==> src/rtl/ctrl_pkg.sv <==
// Shared definitions for the decode-stage control unit: opcodes, control
// field encodings, stage FSM states and the decoded control bundle.
package ctrl_pkg;

    localparam logic [6:0] OP_R      = 7'b0110011;
    localparam logic [6:0] OP_IMM    = 7'b0010011;
    localparam logic [6:0] OP_LOAD   = 7'b0000011;
    localparam logic [6:0] OP_STORE  = 7'b0100011;
    localparam logic [6:0] OP_BRANCH = 7'b1100011;
    localparam logic [6:0] OP_JAL    = 7'b1101111;
    localparam logic [6:0] OP_JALR   = 7'b1100111;
    localparam logic [6:0] OP_LUI    = 7'b0110111;
    localparam logic [6:0] OP_AUIPC  = 7'b0010111;

    localparam logic [6:0] F7_MULDIV = 7'b0000001;

    typedef enum logic [1:0] {BR_NONE = 2'b00, BR_COND = 2'b01, BR_JAL = 2'b10, BR_JALR = 2'b11} branch_t;
    typedef enum logic [2:0] {IMM_I = 3'b000, IMM_S = 3'b001, IMM_B = 3'b010, IMM_J = 3'b011, IMM_U = 3'b100} imm_src_t;
    typedef enum logic [1:0] {RES_ALU = 2'b00, RES_MEM = 2'b01, RES_PC4 = 2'b10, RES_IMM = 2'b11} result_src_t;
    typedef enum logic [1:0] {ALU_ADD = 2'b00, ALU_CMP = 2'b01, ALU_RFUNCT = 2'b10, ALU_IFUNCT = 2'b11} alu_op_t;

    typedef enum logic [1:0] {ST_EMPTY = 2'b00, ST_FULL = 2'b01, ST_HAZARD = 2'b10} ctrl_state_t;

    typedef struct packed {
        branch_t     branch;
        imm_src_t    imm_src;
        logic        alu_src_a;
        logic        alu_src;
        result_src_t result_src;
        alu_op_t     alu_op;
        logic        reg_write;
        logic        mem_write;
        logic        mem_read;
        logic        illegal;
        logic        mul_div;
        logic        use_rs1;
        logic        use_rs2;
    } ctrl_bundle_t;

    localparam ctrl_bundle_t CTRL_NONE = '0;

endpackage

==> src/rtl/ctrl_decode.sv <==
// Pure combinational opcode decoder producing the control bundle.
// Optional RV32M recognition is enabled by defining RV32M_MULDIV_EN.
module ctrl_decode
    import ctrl_pkg::*;
#(
    parameter int RF_AW = 5
) (
    input  logic [6:0]   opcode,
    input  logic [6:0]   funct7,
    input  logic [4:0]   rs1_f,
    input  logic [4:0]   rs2_f,
    input  logic [4:0]   rd_f,
    output ctrl_bundle_t ctrl
);

    ctrl_bundle_t c;
    logic         use_rd;
    logic         known;
    logic         reg_bad;
    logic         f7_bad;

    always_comb begin
        c       = CTRL_NONE;
        use_rd  = 1'b0;
        known   = 1'b1;
        reg_bad = 1'b0;
        f7_bad  = 1'b0;
        case (opcode)
            OP_R: begin
                c.alu_op = ALU_RFUNCT; c.reg_write = 1'b1;
                c.use_rs1 = 1'b1; c.use_rs2 = 1'b1; use_rd = 1'b1;
            end
            OP_IMM: begin
                c.alu_op = ALU_IFUNCT; c.alu_src = 1'b1; c.reg_write = 1'b1;
                c.use_rs1 = 1'b1; use_rd = 1'b1;
            end
            OP_LOAD: begin
                c.alu_src = 1'b1; c.result_src = RES_MEM; c.mem_read = 1'b1;
                c.reg_write = 1'b1; c.use_rs1 = 1'b1; use_rd = 1'b1;
            end
            OP_STORE: begin
                c.imm_src = IMM_S; c.alu_src = 1'b1; c.mem_write = 1'b1;
                c.use_rs1 = 1'b1; c.use_rs2 = 1'b1;
            end
            OP_BRANCH: begin
                c.imm_src = IMM_B; c.alu_op = ALU_CMP; c.branch = BR_COND;
                c.use_rs1 = 1'b1; c.use_rs2 = 1'b1;
            end
            OP_JAL: begin
                c.imm_src = IMM_J; c.result_src = RES_PC4; c.branch = BR_JAL;
                c.reg_write = 1'b1; use_rd = 1'b1;
            end
            OP_JALR: begin
                c.alu_src = 1'b1; c.result_src = RES_PC4; c.branch = BR_JALR;
                c.reg_write = 1'b1; c.use_rs1 = 1'b1; use_rd = 1'b1;
            end
            OP_LUI: begin
                c.imm_src = IMM_U; c.result_src = RES_IMM; c.reg_write = 1'b1;
                use_rd = 1'b1;
            end
            OP_AUIPC: begin
                c.imm_src = IMM_U; c.alu_src_a = 1'b1; c.alu_src = 1'b1;
                c.reg_write = 1'b1; use_rd = 1'b1;
            end
            default: known = 1'b0;
        endcase

        // RV32E has only 16 registers; index bit 4 is only meaningful in fields the format uses.
        reg_bad = (RF_AW == 4) && ((c.use_rs1 && rs1_f[4]) || (c.use_rs2 && rs2_f[4]) || (use_rd && rd_f[4]));

`ifdef RV32M_MULDIV_EN
        if (opcode == OP_R && funct7 == F7_MULDIV) c.mul_div = 1'b1;
`else
        f7_bad = (opcode == OP_R) && (funct7 == F7_MULDIV);
`endif

        // Illegal instructions still travel down the pipe, but with every control field neutralised.
        if (!known || reg_bad || f7_bad) begin
            c         = CTRL_NONE;
            c.illegal = 1'b1;
        end
    end

    assign ctrl = c;

endmodule

==> src/rtl/id_ctrl_stage.sv <==
// Registered decode-stage control slot with valid/ready handshake, load-use
// bubbling and flush. RV32M_MULDIV_EN enables mul_div decoding.
module id_ctrl_stage
    import ctrl_pkg::*;
#(
    parameter int XLEN  = 32,
    parameter int RF_AW = 5
) (
    input  logic             clk,
    input  logic             rst_n,
    input  logic             in_valid,
    output logic             in_ready,
    input  logic [31:0]      instr,
    input  logic [XLEN-1:0]  pc_in,
    input  logic             flush,
    output logic             out_valid,
    input  logic             out_ready,
    output logic [1:0]       Branch,
    output logic [2:0]       ImmSrc,
    output logic             ALUSrcA,
    output logic             ALUSrc,
    output logic [1:0]       ResultSrc,
    output logic [1:0]       ALUOp,
    output logic             RegWrite,
    output logic             MemWrite,
    output logic             MemRead,
    output logic [RF_AW-1:0] rs1,
    output logic [RF_AW-1:0] rs2,
    output logic [RF_AW-1:0] rd,
    output logic [2:0]       funct3,
    output logic             funct7b5,
    output logic [XLEN-1:0]  pc_out,
    output logic             illegal,
    output logic             mul_div,
    output ctrl_state_t      fsm_state
);

    // Handshake: a transfer happens on a rising edge where valid & ready are both
    // high; valid never waits on ready, and the slot is frozen while out_valid & !out_ready.

    ctrl_state_t      state, state_next;
    ctrl_bundle_t     dec;
    logic [RF_AW-1:0] in_rs1, in_rs2;
    logic             hazard;
    logic             accept;

    ctrl_decode #(.RF_AW(RF_AW)) u_decode (
        .opcode (instr[6:0]),
        .funct7 (instr[31:25]),
        .rs1_f  (instr[19:15]),
        .rs2_f  (instr[24:20]),
        .rd_f   (instr[11:7]),
        .ctrl   (dec)
    );

    assign in_rs1 = instr[15 +: RF_AW];
    assign in_rs2 = instr[20 +: RF_AW];

    // Load in the slot is leaving now; a dependent consumer must wait one cycle.
    assign hazard = (state == ST_FULL) && MemRead && (rd != '0) && out_ready && in_valid &&
                    ((dec.use_rs1 && in_rs1 == rd) || (dec.use_rs2 && in_rs2 == rd));

    assign in_ready  = !flush && (state != ST_FULL || out_ready) && !hazard;
    assign accept    = in_valid && in_ready;
    assign out_valid = (state == ST_FULL);
    assign fsm_state = state;

    always_comb begin
        state_next = state;
        if (flush) begin
            state_next = ST_EMPTY;
        end else begin
            case (state)
                ST_EMPTY, ST_HAZARD: state_next = accept ? ST_FULL : ST_EMPTY;
                ST_FULL: begin
                    if (hazard)         state_next = ST_HAZARD;
                    else if (out_ready) state_next = accept ? ST_FULL : ST_EMPTY;
                end
                default: state_next = ST_EMPTY;
            endcase
        end
    end

    always_ff @(posedge clk or negedge rst_n) begin
        if (!rst_n) state <= ST_EMPTY;
        else        state <= state_next;
    end

    always_ff @(posedge clk or negedge rst_n) begin
        if (!rst_n) begin
            Branch    <= '0;
            ImmSrc    <= '0;
            ALUSrcA   <= 1'b0;
            ALUSrc    <= 1'b0;
            ResultSrc <= '0;
            ALUOp     <= '0;
            RegWrite  <= 1'b0;
            MemWrite  <= 1'b0;
            MemRead   <= 1'b0;
            illegal   <= 1'b0;
            mul_div   <= 1'b0;
            rs1       <= '0;
            rs2       <= '0;
            rd        <= '0;
            funct3    <= '0;
            funct7b5  <= 1'b0;
            pc_out    <= '0;
        end else if (accept) begin
            Branch    <= dec.branch;
            ImmSrc    <= dec.imm_src;
            ALUSrcA   <= dec.alu_src_a;
            ALUSrc    <= dec.alu_src;
            ResultSrc <= dec.result_src;
            ALUOp     <= dec.alu_op;
            RegWrite  <= dec.reg_write;
            MemWrite  <= dec.mem_write;
            MemRead   <= dec.mem_read;
            illegal   <= dec.illegal;
            mul_div   <= dec.mul_div;
            rs1       <= in_rs1;
            rs2       <= in_rs2;
            rd        <= instr[7 +: RF_AW];
            funct3    <= instr[14:12];
            funct7b5  <= instr[30];
            pc_out    <= pc_in;
        end
    end

endmodule

==> config.mk <==
export PLATFORM = sky130hd
export DESIGN_NAME = id_ctrl_stage
export DESIGN_NICKNAME = d
export VERILOG_FILES = /design/src/rtl/ctrl_pkg.sv /design/src/rtl/ctrl_decode.sv /design/src/rtl/id_ctrl_stage.sv
export SDC_FILE = /design/constraint.sdc
export NUM_CORES = 1
export LEC_CHECK = 0
export ABC_AREA = 1
export BUFFER_PORTS_ARGS = -buffer_cell sky130_fd_sc_hd__buf_2
export CORE_AREA = 4 4 89 91
export CTS_CLUSTER_SIZE = 30
export DETAILED_ROUTE_END_ITERATION = 10
export DIE_AREA = 0 0 93 95
export PLACE_DENSITY = 0.74
export REMOVE_ABC_BUFFERS = 1
export SLEW_MARGIN = 20
export SYNTH_ARGS = -nofsm -noshare
export SYNTH_HDL_FRONTEND = slang
export SYNTH_SLANG_ARGS = --single-unit
==> constraint.sdc <==
create_clock -name clk -period 2.3 [get_ports clk]
set_clock_uncertainty 0.1 [all_clocks]
set_input_delay 0.23 -clock clk [delete_from_list [all_inputs] [get_ports clk]]
set_output_delay 0.23 -clock clk [all_outputs]
set_load 0.02 [all_outputs]
== Word-level counts from Yosys, hierarchy flattened ==
Cells that the tools add are included.
Widths: inputs -> output; s select.

* Register bits after elaboration: 69
* Output and inout bits: 71
* Word-level logic and storage cells: 79

* Equal/unequal tests: 16
* Mux-type cells: 18
* Reduce and logical (&&, ||, !) cells: 27

{| class="wikitable"
|+ Operator list
! kind !! count
|-
| $eq 7x6->1 const B || 3
|-
| $eq 7x7->1 const B || 3
|-
| $mux 18 || 1
|-
| $pmux 2 s3 || 3
|-
| $eq 7x5->1 const B || 2
|-
| $pmux 3 s4 || 1
|-
| $logic_and 1x1->1 || 11
|-
| $eq 5x5->1 || 2
|-
| $mux 1 || 9
|-
| $reduce_or 9->1 || 1
|-
| $eq 7x1->1 const B || 1
|-
| $eq 7x2->1 const B || 1
|-
| $reduce_or 7->1 || 1
|-
| $mux 2 || 3
|-
| $reduce_or 2->1 || 3
|-
| $reduce_or 6->1 || 1
|-
| $reduce_bool 5->1 || 1
|-
| $reduce_or 5->1 || 1
|-
| $ne 4x2->1 const B || 1
|-
| $pmux 2 s2 || 1
|-
| $logic_not 1->1 || 3
|-
| $logic_or 1x1->1 || 3
|-
| $reduce_or 3->1 || 1
|-
| $eq 2x1->1 const B || 1
|-
| other kinds (3) || 3
|}

== Logic depth before layout (Yosys ltp) ==
* Word-level depth: 17
* Mapped depth: 14

== Modules after synthesis ==
Synthesis repeated with hierarchy kept, for this count alone.

* Cells, all modules: 444
* Area, all modules: 3,457.1 um^2

{| class="wikitable"
|+ By module, submodules not included
! module !! times used !! cells each !! area each (um^2) !! sequential area each (um^2)
|-
| id_ctrl_stage || 1 || 372 || 3,100.5 || 1,726.7
|-
| ctrl_decode || 1 || 72 || 356.6 || 0.0
|}

== Worst setup path after synthesis ==
No wires, ideal clock.

* Path kind: reg2out
* Start point: register state[0], in the netlist fsm_state[0]
* End point: output in_ready
* Arrival time: 1.754 ns
* Path slack: 0.216 ns
* Stages on the path, launching flop included: 9
* Path buffers: 2
* Cells stage by stage: dfrtp_1 > inv_1 > or2_2 > o21ai_0 > clkinv_1 > buf_2 > clkbuf_1 > nand2_1 > inv_1

* Cells in the longest elaborated chain, start to end: 8
* Elaborated cells on any way between the ends: 11
* Those cells by class: 2 x eq/ne; 9 x reduce/logical

{| class="wikitable"
|+ Ends and longest elaborated chain
! what !! RTL line !! text
|-
| start, declared || id_ctrl_stage.sv:41 || <nowiki>ctrl_state_t state, state_next;</nowiki>
|-
| start signal, assigned || id_ctrl_stage.sv:86 || <nowiki>else state <= state_next;</nowiki>
|-
| $eq 2x1->1 || id_ctrl_stage.sv:60 || <nowiki>assign hazard = (state == ST_FULL) && MemRead && (rd != '0) && out_ready && in_valid &&</nowiki>
|-
| $logic_and 1x1->1 (5 in series) || id_ctrl_stage.sv:60 ||
|-
| $logic_not 1->1 || id_ctrl_stage.sv:63 || <nowiki>assign in_ready = !flush && (state != ST_FULL || out_ready) && !hazard;</nowiki>
|-
| $logic_and 1x1->1 * || id_ctrl_stage.sv:63 ||
|-
| end, declared || id_ctrl_stage.sv:12 || <nowiki>output logic in_ready,</nowiki>
|}

Every way passes the cells marked *; elsewhere a longest branch is shown, timed or not.

== Worst setup path after layout ==
* Start point: register rd[4]
* End point: output in_ready

* Cells in the longest elaborated chain, start to end: 7
* Elaborated cells on any way between the ends: 12
* Those cells by class: 2 x eq/ne; 10 x reduce/logical

{| class="wikitable"
|+ Ends and longest elaborated chain
! what !! RTL line !! text
|-
| start, declared || id_ctrl_stage.sv:29 || <nowiki>output logic [RF_AW-1:0] rd,</nowiki>
|-
| start signal, assigned || id_ctrl_stage.sv:122 || <nowiki>rd <= instr[7 +: RF_AW];</nowiki>
|-
| $reduce_bool 5->1 || id_ctrl_stage.sv:60 ||
|-
| $logic_and 1x1->1 (3 in series) || id_ctrl_stage.sv:60 ||
|-
| $logic_and 1x1->1 * || id_ctrl_stage.sv:60 ||
|-
| $logic_not 1->1 * || id_ctrl_stage.sv:63 ||
|-
| $logic_and 1x1->1 * || id_ctrl_stage.sv:63 ||
|}

Marks and branches as above.

==> impl_metrics.yaml <==
status:
  outcome: "finished, final reports clean"
timing:
  hold_violations: 0
  fmax_mhz: 463.5
  setup_tns_ps: 0
  slew_viol_final: 0
  setup_violations: 0
  rsz0062_at_grt: "false"
  min_period_over_period_pct: 93.80
  fin_crit_ps: 2157
  relSlewSlack_pct: 53.39
  worst-slew-pin-transition_ps: 699.2
setup_path:
  critPathKind: "reg -> out"
  crit_fanout: 9
  worstPathArrival_ps: 1830
  endpoint_kind: "output port"
  worstSetupStartpointType: "register"
  crit_required_ps: 1970
clock_network:
  post_cts_buffers: 0
  clock-root-buffer: "clkbuf_8"
  clk_path_buf_depth: 2
  cts_buffers: 9
  clk_pin_slew_ps: 80
  cts_tree: "done"
  clk_latency_ps: 330
  clock-sinks: 68
  cts_max_level: 3
global_routing:
  grt_first_pass_wirelength_mm: 14.73
  groute.usage.overall_pct: 21.15
  antenna_found_initial: 0
  grt_pass1_vias: 3069
  grt_overflow_total: 0
  grt_max_degree: 69
detailed_routing:
  wl_per_cell_um: 14.05
  via_count: 3295
  drt_iter0_drc: 102
  drc: 0
  drt-total-wl_mm: 9.158
  viasPerCell: 5.054
  ant_nets: 0
  drt_first_pass_iters: 4
logic_synthesis:
  synth_seq_cells: 68
  yosysTopAreaCellShare_pct: 50.84
  synth-edff-count: 0
  synth.avg_cell_area_um2: 8.026
  syn_inst: 417
  synthTopCellsByArea: "dfrtp_1 51%, nand2_1 18%, nand4_1 13%"
  async_flop_share_pct: 100.0
  yosysWarnings: 0
  ys_seq_area_share_pct: 50.84
  synth_largest_area_cell: "dfrtp_1"
  syn_area_um2: 3347
  ys_types: 25
  synth_commonest_cells: "160 x nand2_1, 71 x nand4_1, 68 x dfrtp_1, 28 x inv_1, 22 x nor2_1"
  yosysMostFrequentCell: "nand2_1"
  ys.flop_type: "dfrtp_1"
power_and_ir_drop:
  power_w: 0.003239
  vdd_drop_max_mv: 0.3370
  p_leak_nw: 2.538
  power_density_nw_per_um2: 747.2
place:
  hpwl_mm: 6.567
  place_inst: 635
  dpl_cell_area_um2: 4094
  io_buffers: 138
  place_congestion: 0.8393
final_layout:
  instances_no_fill: 652
  final_core_util_pct: 60.75
  stdcell_area_um2: 4335
  nNetsFinal: 617
  area_delta_synth_final_pct: 29.53
  drive_above_1_share_pct: 31.10
  num_antenna_cells: 0
die:
  ioPinCount: 140
  design.core.area_um2: 7137
  die_h_um: 95
  initial_core_util_pct: 46.90
  rows: 31
  dieArea_um2: 8835
  die_x_um: 93
hold_path:
  hp-class: "in -> reg"
run:
  maxCapViolCount: 0
## critical path, stage by stage, from the launching register on
cell and delay, ps:
dfrtp_1 430, xnor2_1 230, nand3b_1 110, nor2_1 140, nand2_1 70, nand2_1 100
nand3_4 120, nand2_1 90, inv_1 50, buf_2 160
## what timing repair did
| item | in CTS | in global routing |
|---|---|---|
| resized for setup | 1 | 3 |
| endpoints found under the hold margin | 23 | 0 |
| endpoints found under the setup margin | 1 | 1 |
| hold buffers | 1 | 0 |
## path summary, 6_finish.rpt
| path | start | slack [ps] | endpoint | cells past startpoint |
|---|---|---|---|---|
| worst min-delay path | instr[9] | 50 | rd[2] | 3 |
| worst min register to register | ImmSrc[1] | 360 | ImmSrc[1] | 2 |
| max in group asynchronous | rst_n | 1120 | ALUOp[1] | 3 |
| min in group asynchronous | rst_n | 330 | pc_out[23] | 2 |
| worst max register to register | rd[4] | 340 | rd[4] | 10 |
| worst max-delay path | rd[4] | 140 | in_ready | 9 |
## power breakdown
part | leakage, nW | switching (W) | internal, W
combinational | 1.57 | 0.000484 | 0.000254
clock | 0.107 | 0.000440 | 0.000640
sequential | 0.865 | 0.0000838 | 0.00134
total | 2.54 | 0.00101 | 0.00223
## routing by layer
| metal | vias to the layer above | share of wire (%) | GRT usage, % | wire length, µm |
|---|---|---|---|---|
| met5 | - | 0 | 0 | 0 |
| met3 | 13 | 8.9 | 4.462 | 812 |
| li1 | 1643 | - | - | - |
| met4 | 0 | 1.6 | 8.181 | 150 |
| met1 | 1500 | 45 | 29.93 | 4094 |
| met2 | 139 | 45 | 31.91 | 4100 |
## stage by stage
step | hold slack [ps] | setup WS (ps)
floorplan | -165.6 | -1088
global placement | 162.6 | 211.8
detailed placement | 161.0 | 150.6
CTS | 30.08 | 35.96
global route | 47.44 | 7.323
finish | 46.33 | 142.7
## cells by family (layout without fill, tap and decap cells)
logic type | count (synthesis) | in the layout | share of synthesized area, %
AO/OA/AOI/OAI | 12 | 12 | 1.944
XOR/XNOR | 4 | 4 | 1.047
buffers and inverters | 59 | 195 | 8.486
flip-flops | 68 | 68 | 50.84
AND/OR/NAND/NOR | 273 | 273 | 37.57
other | 1 | 1 | 0.1120
## layout make-up
type                       count  area (µm²)
clock inverter                 4       72.57
tap                           99       123.9
timing repair buffer         150       808.3
inverter                      29       108.9
multi-input combinational    290        1375
sequential                    68        1702
clock buffer                  12       145.1
fill                         700        2801
## state kept, by name (all words and copies together), names as in the netlist, 2 cells and up
| name | count |
|---|---|
| ALUOp | 2 |
| Branch | 2 |
| ImmSrc | 3 |
| ResultSrc | 2 |
| fsm_state | 2 |
| funct3 | 3 |
| pc_out | 32 |
| rd | 5 |
| rs1 | 5 |
| rs2 | 5 |
## layout by cell type, fill, tap and decap left out, types with 3 or more instances in the layout
master    count
nand2_1     160
nor3_1        3
nand3_1       8
nand4_1      71
a21oi_1       4
buf_4         9
inv_1        28
nor2_1       22
clkbuf_8     10
dfrtp_1      68
o21ai_0       5
xnor2_1       4
buf_2       138
(Power assumes the default switching activity.)
